## src/rtl/led_pattern_gen.sv

```systemverilog
// led_pattern_gen: multi-channel OFF/ON/BLINK/BURST LED driver on a shared tick prescaler
// Define LED_PATTERN_DONE_EN to add the per-channel burst_done pulse output.
module led_pattern_gen #(
    parameter int CLK_FREQ = 25_000_000,
    parameter int TICK_HZ  = 1000,
    parameter int NUM_LEDS = 8,
    parameter int PER_W    = 16,
    parameter int CNT_W    = 8
) (
    input  logic                clk,
    input  logic                rst,
    input  logic                cfg_valid,
    output logic                cfg_ready,
    input  logic [3:0]          cfg_chan,
    input  logic [1:0]          cfg_mode,
    input  logic [PER_W-1:0]    cfg_period,
    input  logic [CNT_W-1:0]    cfg_count,
    output logic [NUM_LEDS-1:0] leds,
`ifdef LED_PATTERN_DONE_EN
    output logic [NUM_LEDS-1:0] burst_done,
`endif
    output logic                tick
);
    localparam int TICK_DIV = (CLK_FREQ / TICK_HZ < 1) ? 1 : CLK_FREQ / TICK_HZ;
    localparam int PS_W     = (TICK_DIV > 1) ? $clog2(TICK_DIV) : 1;

    typedef enum logic [1:0] {OFF, ON, BLINK, BURST} mode_t;

    logic [PS_W-1:0]     ps;
    logic                accept, off_w;
    logic [PER_W-1:0]    per_in;
    mode_t               mode[NUM_LEDS], mode_n[NUM_LEDS];
    logic [PER_W-1:0]    cnt[NUM_LEDS], cnt_n[NUM_LEDS], per[NUM_LEDS], per_n[NUM_LEDS];
    logic [CNT_W-1:0]    rem[NUM_LEDS], rem_n[NUM_LEDS];
    logic [NUM_LEDS-1:0] led, led_n;
`ifdef LED_PATTERN_DONE_EN
    logic [NUM_LEDS-1:0] done_n;
`endif

    assign tick   = (ps == PS_W'(TICK_DIV - 1)) && !rst;
    assign accept = cfg_valid && cfg_ready;
    assign leds   = led;
    assign per_in = (cfg_period == '0) ? PER_W'(1) : cfg_period;
    // a zero-length burst is just an OFF write
    assign off_w  = (cfg_mode == 2'd0) || (cfg_mode == 2'd3 && cfg_count == '0);

    always_comb begin
        led_n = led;
`ifdef LED_PATTERN_DONE_EN
        done_n = '0;
`endif
        for (int i = 0; i < NUM_LEDS; i++) begin
            mode_n[i] = mode[i];
            cnt_n[i]  = cnt[i];
            per_n[i]  = per[i];
            rem_n[i]  = rem[i];
            if (accept && cfg_chan == 4'(i)) begin
                mode_n[i] = off_w ? OFF : mode_t'(cfg_mode);
                led_n[i]  = !off_w;
                cnt_n[i]  = '0;
                per_n[i]  = per_in;
                rem_n[i]  = cfg_count;
            end else if (tick && (mode[i] == BLINK || mode[i] == BURST)) begin
                if (cnt[i] >= per[i] - 1'b1) begin
                    cnt_n[i] = '0;
                    led_n[i] = !led[i];
                    if (mode[i] == BURST && led[i]) begin
                        rem_n[i] = rem[i] - 1'b1;
                        if (rem[i] == CNT_W'(1)) begin
                            mode_n[i] = OFF;
`ifdef LED_PATTERN_DONE_EN
                            done_n[i] = 1'b1;
`endif
                        end
                    end
                end else begin
                    cnt_n[i] = cnt[i] + 1'b1;
                end
            end
        end
    end

    always_ff @(posedge clk) begin
        if (rst) begin
            ps        <= '0;
            cfg_ready <= 1'b1;
            led       <= '0;
`ifdef LED_PATTERN_DONE_EN
            burst_done <= '0;
`endif
            for (int i = 0; i < NUM_LEDS; i++) begin
                mode[i] <= OFF;
                cnt[i]  <= '0;
                per[i]  <= '0;
                rem[i]  <= '0;
            end
        end else begin
            ps        <= tick ? '0 : ps + 1'b1;
            cfg_ready <= !accept;
            led       <= led_n;
`ifdef LED_PATTERN_DONE_EN
            burst_done <= done_n;
`endif
            for (int i = 0; i < NUM_LEDS; i++) begin
                mode[i] <= mode_n[i];
                cnt[i]  <= cnt_n[i];
                per[i]  <= per_n[i];
                rem[i]  <= rem_n[i];
            end
        end
    end
endmodule

```

## config.mk

```make
export PLATFORM = sky130hd
export DESIGN_NAME = led_pattern_gen
export DESIGN_NICKNAME = d
export VERILOG_FILES = /design/src/rtl/led_pattern_gen.sv
export SDC_FILE = /design/constraint.sdc
export NUM_CORES = 1
export LEC_CHECK = 0
export ABC_AREA = 1
export CAP_MARGIN = 20
export CORE_ASPECT_RATIO = 1.25
export CORE_MARGIN = 1.5
export CORE_UTILIZATION = 58
export CTS_CLUSTER_DIAMETER = 80
export DETAILED_ROUTE_END_ITERATION = 8
export PLACE_DENSITY_LB_ADDON = 0.3
export SYNTH_ARGS = -nofsm -noshare
export SYNTH_HDL_FRONTEND = slang
export SYNTH_SLANG_ARGS = --single-unit
```

## constraint.sdc

```tcl
create_clock -name clk -period 3 [get_ports clk]
set_input_delay 0.45 -clock clk [delete_from_list [all_inputs] [get_ports clk]]
set_output_delay 0.45 -clock clk [all_outputs]
set_load 0.02 [all_outputs]
```

==> flow_results.xml <==
<?xml version="1.0" encoding="UTF-8"?>
<metrics>
  <group name="pwr">
    <metric name="total_power" unit="W">0.0107</metric>
    <metric name="powerDensity" unit="nW/um^2">398</metric>
    <metric name="static_power_due_to_leakage" unit="nW">12.5</metric>
    <metric name="maximum_vdd_drop" unit="mV">0.509</metric>
  </group>
  <group name="die">
    <metric name="row_count" unit="">81</metric>
    <metric name="placeable_core_region" unit="sq um">39200</metric>
    <metric name="design.die.area" unit="sq um">41200</metric>
    <metric name="floorplan.die.height" unit="um">226</metric>
    <metric name="die-width" unit="um">182</metric>
    <metric name="floorplan.io_pins" unit="">43</metric>
    <metric name="start_util" unit="%">59.1</metric>
  </group>
  <group name="setup_path">
    <metric name="critPathKind" unit="">flip-flop to flip-flop</metric>
    <metric name="slowest_stage" unit="">sky130_fd_sc_hd__dfxtp_2</metric>
    <metric name="worst_path_most_repeated_cell" unit="">sky130_fd_sc_hd__nor2_4</metric>
    <metric name="critical_path_arrival" unit="ns">3.42</metric>
    <metric name="critPathCaptureType" unit="">flip-flop</metric>
    <metric name="path_cells" unit="">nor2_4 &gt; nand3_1 &gt; nor2_2 &gt; nand2_2 &gt; nor2_4 &gt; nand2_4 &gt; nor2_4 &gt; nand3_2 &gt; xor2_1 &gt; inv_1 &gt; ha_4 &gt; nand2_2 &gt; nor3_2 &gt; nand2_1 &gt; buf_4 &gt; nand3_4 &gt; nand3_2 &gt; nor2_1 &gt; nor2_1</metric>
    <metric name="required" unit="ns">3.45</metric>
    <metric name="critPathMaxStageDelay" unit="ns">0.35</metric>
    <metric name="top_delay_family_on_crit_path" unit="">simple AND/OR/NAND/NOR gates</metric>
    <metric name="critical_path.max_fanout" unit="">6</metric>
    <metric name="startpoint_class_of_the_critical_path" unit="">flip-flop</metric>
    <metric name="cp.buffers_inverters" unit="">2</metric>
  </group>
  <group name="clock_network">
    <metric name="hold_buffers" unit="">0</metric>
    <metric name="cts.clk_slew.worst_paths" unit="ns">0.06</metric>
    <metric name="cts-buffers-inserted" unit="">41</metric>
    <metric name="tritoncts_clock_tree" unit="">done</metric>
    <metric name="clk-insertion-delay-late" unit="ns">0.57</metric>
    <metric name="htree_levels" unit="">2</metric>
    <metric name="tritoncts_num_sinks" unit="">360</metric>
    <metric name="clock_tree.root_cell" unit="">sky130_fd_sc_hd__clkbuf_16</metric>
    <metric name="cts_buffer_depth" unit="">3</metric>
  </group>
  <group name="routing">
    <metric name="drt-total-wl" unit="um">71400</metric>
    <metric name="drt-pass1-iter-count" unit="">6</metric>
    <metric name="post_drt_via_cell_ratio" unit="">5.85</metric>
    <metric name="postRouteAntennaNets" unit="">0</metric>
    <metric name="drcViolationCount" unit="">0</metric>
    <metric name="routedWlPerCell" unit="um">17.3</metric>
    <metric name="dr_total_vias" unit="">24100</metric>
    <metric name="detail_route.iter0.violations" unit="">2043</metric>
  </group>
  <group name="sta">
    <metric name="achievable-frequency" unit="GHz">0.337</metric>
    <metric name="setup_viol" unit="">0</metric>
    <metric name="timing_max_transition_violations_final" unit="">0</metric>
    <metric name="worst_pin_slew" unit="ns">0.763</metric>
    <metric name="timing.final.hold_violations" unit="">0</metric>
    <metric name="relSlewSlack" unit="%">49.1</metric>
    <metric name="worst_clock_skew" unit="ns">0.0129</metric>
    <metric name="period_minus_slack" unit="ns">2.97</metric>
    <metric name="layout_worst_path_cycle_share" unit="%">99.0</metric>
    <metric name="totalNegativeSetupSlack" unit="ns">0</metric>
  </group>
  <group name="logic_synthesis">
    <metric name="synth_nets" unit="">3659</metric>
    <metric name="synth.avg_cell_area" unit="sq um">6.69</metric>
    <metric name="ys_async_sr_fraction" unit="%">0</metric>
    <metric name="synth_warnings" unit="">0</metric>
    <metric name="postSynth.topFlopCell" unit="">sky130_fd_sc_hd__dfxtp_1</metric>
    <metric name="postSynthRegisterBits" unit="">360</metric>
    <metric name="netlist_area" unit="sq um">23200</metric>
    <metric name="ys_types" unit="">44</metric>
    <metric name="synthDominantAreaCellType" unit="">sky130_fd_sc_hd__dfxtp_1</metric>
    <metric name="syn-instance-count" unit="">3465</metric>
    <metric name="ys_top_cells_by_area" unit="">sky130_fd_sc_hd__dfxtp_1, sky130_fd_sc_hd__nand2_1, sky130_fd_sc_hd__ha_1</metric>
    <metric name="seq_area_frac_synth" unit="%">31.1</metric>
    <metric name="post-synth-top-area-fraction" unit="%">31.1</metric>
    <metric name="count_of_flip_flops_with_a_built_in_enable_after_synthesis" unit="">0</metric>
  </group>
  <group name="grt">
    <metric name="grt-ovfl-total" unit="">0</metric>
    <metric name="grt_max_degree" unit="">75</metric>
    <metric name="grt_first_pass_wirelength" unit="um">110000</metric>
    <metric name="antenna_violations_before_repair" unit="">3</metric>
    <metric name="grt_pass1_vias" unit="">22600</metric>
    <metric name="grtUsageTotal" unit="%">33.3</metric>
  </group>
  <group name="cells_and_area">
    <metric name="post_route_cells_drive_above_1_share" unit="%">10.8</metric>
    <metric name="num-nets-final" unit="">3797</metric>
    <metric name="layout-area-overhead-vs-synth" unit="%">15.6</metric>
  </group>
  <group name="placement">
    <metric name="port_buffers" unit="">42</metric>
    <metric name="gp_congestion" unit="">0.936</metric>
    <metric name="detailed_place_hpwl" unit="um">49600</metric>
  </group>
  <group name="outcome">
    <metric name="status" unit="">finished, final reports clean</metric>
  </group>
  <group name="job">
    <metric name="maxCapViolCount" unit="">0</metric>
  </group>
  <group name="worst_hold_path">
    <metric name="holdCritPathClass" unit="">input port to flip-flop</metric>
  </group>
</metrics>
## tightest hold or removal path, stage by stage
cell	delay (ns)
sky130_fd_sc_hd__buf_2	0.12
sky130_fd_sc_hd__buf_12	0.21
sky130_fd_sc_hd__a21oi_2	0.12
## worst paths after layout
| path | slack [ns] | depth (start not counted) | end | startpoint |
|---|---|---|---|---|
| min reg2reg | 0.45 | 1 | ps[0] | ps[0] |
| max | 0.03 | 19 | rem[0][2] | per[0][2] |
| min | 0.40 | 3 | rem[1][15] | rst |
| max reg2reg | 0.03 | 19 | rem[0][2] | per[0][2] |
## Yosys cell counts, types with 20 or more instances
cell type	instances
sky130_fd_sc_hd__ha_1	161
sky130_fd_sc_hd__inv_1	470
sky130_fd_sc_hd__o22ai_1	102
sky130_fd_sc_hd__o21ai_0	128
sky130_fd_sc_hd__nor3_1	83
sky130_fd_sc_hd__buf_2	20
sky130_fd_sc_hd__nand3_1	219
sky130_fd_sc_hd__nand4_1	153
sky130_fd_sc_hd__a21oi_1	184
sky130_fd_sc_hd__nand2_1	826
sky130_fd_sc_hd__clkbuf_1	31
sky130_fd_sc_hd__dfxtp_1	360
sky130_fd_sc_hd__nor2_1	420
sky130_fd_sc_hd__xor2_1	149
## metrics by stage
stage	instances	util (%)	area, sq um	hold slack (ns)	setup WS, ns
6_report	4127	68.3	26800	0.396	0.0312
4_1_cts	4095	66.2	25900	0.379	0.00462
3_3_place_gp	4025	62.6	24600	0.429	-0.0495
2_1_floorplan	3465	-	23200	0.418	0.216
3_5_place_dp	4025	62.6	24600	0.444	-0.189
5_1_grt	4127	68.3	26800	0.404	-0.161
## routing by layer
| metal | part of all wire (%) | wire, um | up-vias | track usage (%) |
|---|---|---|---|---|
| met4 | 6.6 | 4730 | 0 | 22.6 |
| met2 | 48 | 34100 | 967 | 57.6 |
| met5 | 0 | 0 | - | 0 |
| met3 | 7.4 | 5270 | 246 | 4.71 |
| li1 | - | - | 11700 | - |
| met1 | 38 | 27300 | 11300 | 38.4 |
## flip-flops by register name, summed over array words and instances (netlist names)
register,count
per,128
leds,8
ps,15
mode,16
rem,64
cnt,128
cfg_ready,1
## placed cells by master (no fill, tap or decap), types with 122 or more instances in the layout
| cell | instances |
|---|---|
| sky130_fd_sc_hd__o21ai_0 | 122 |
| sky130_fd_sc_hd__xor2_1 | 147 |
| sky130_fd_sc_hd__a21oi_1 | 173 |
| sky130_fd_sc_hd__inv_1 | 454 |
| sky130_fd_sc_hd__ha_1 | 150 |
| sky130_fd_sc_hd__dfxtp_1 | 358 |
| sky130_fd_sc_hd__nand3_1 | 198 |
| sky130_fd_sc_hd__nand2_1 | 792 |
| sky130_fd_sc_hd__nand4_1 | 153 |
| sky130_fd_sc_hd__nor2_1 | 389 |
## area by class of cell
| cell class | count | area [sq um] |
|---|---|---|
| diodes | 3 | 7.51 |
| clock buffers | 54 | 1110 |
| clock inverters | 12 | 120 |
| fillers | 3383 | 12400 |
| inverters | 496 | 1870 |
| multi-input cells | 2554 | 14600 |
| flip-flops and latches | 360 | 7210 |
| well taps | 498 | 623 |
| repair buffers | 149 | 1250 |
| repair inverters | 1 | 7.51 |
## kinds of logic after synthesis
family | Yosys count | synth area share (%)
AND/OR/NAND/NOR | 1774 | 34.1
buffers and inverters | 557 | 9.29
AO/OA/AOI/OAI | 451 | 10.7
flip-flops | 360 | 31.1
XOR/XNOR | 162 | 6.12
adder cells (fa/ha/maj) | 161 | 8.69
## repair_timing
item / 4_1_cts / 5_1_grt
setup buffers: 3 / 23
endpoints found under the setup margin: 83 / 216
gates cloned: 1 / 7
pin swaps: 5 / 75
resized for setup: 28 / 164
## power breakdown
group | switching [W] | leakage (nW) | internal, W
sequential | 0.0000242 | 2.90 | 0.00481
combinational | 0.000645 | 8.97 | 0.000371
clock | 0.00206 | 0.597 | 0.00277
Note: power is estimated with default switching activity, not from simulation.
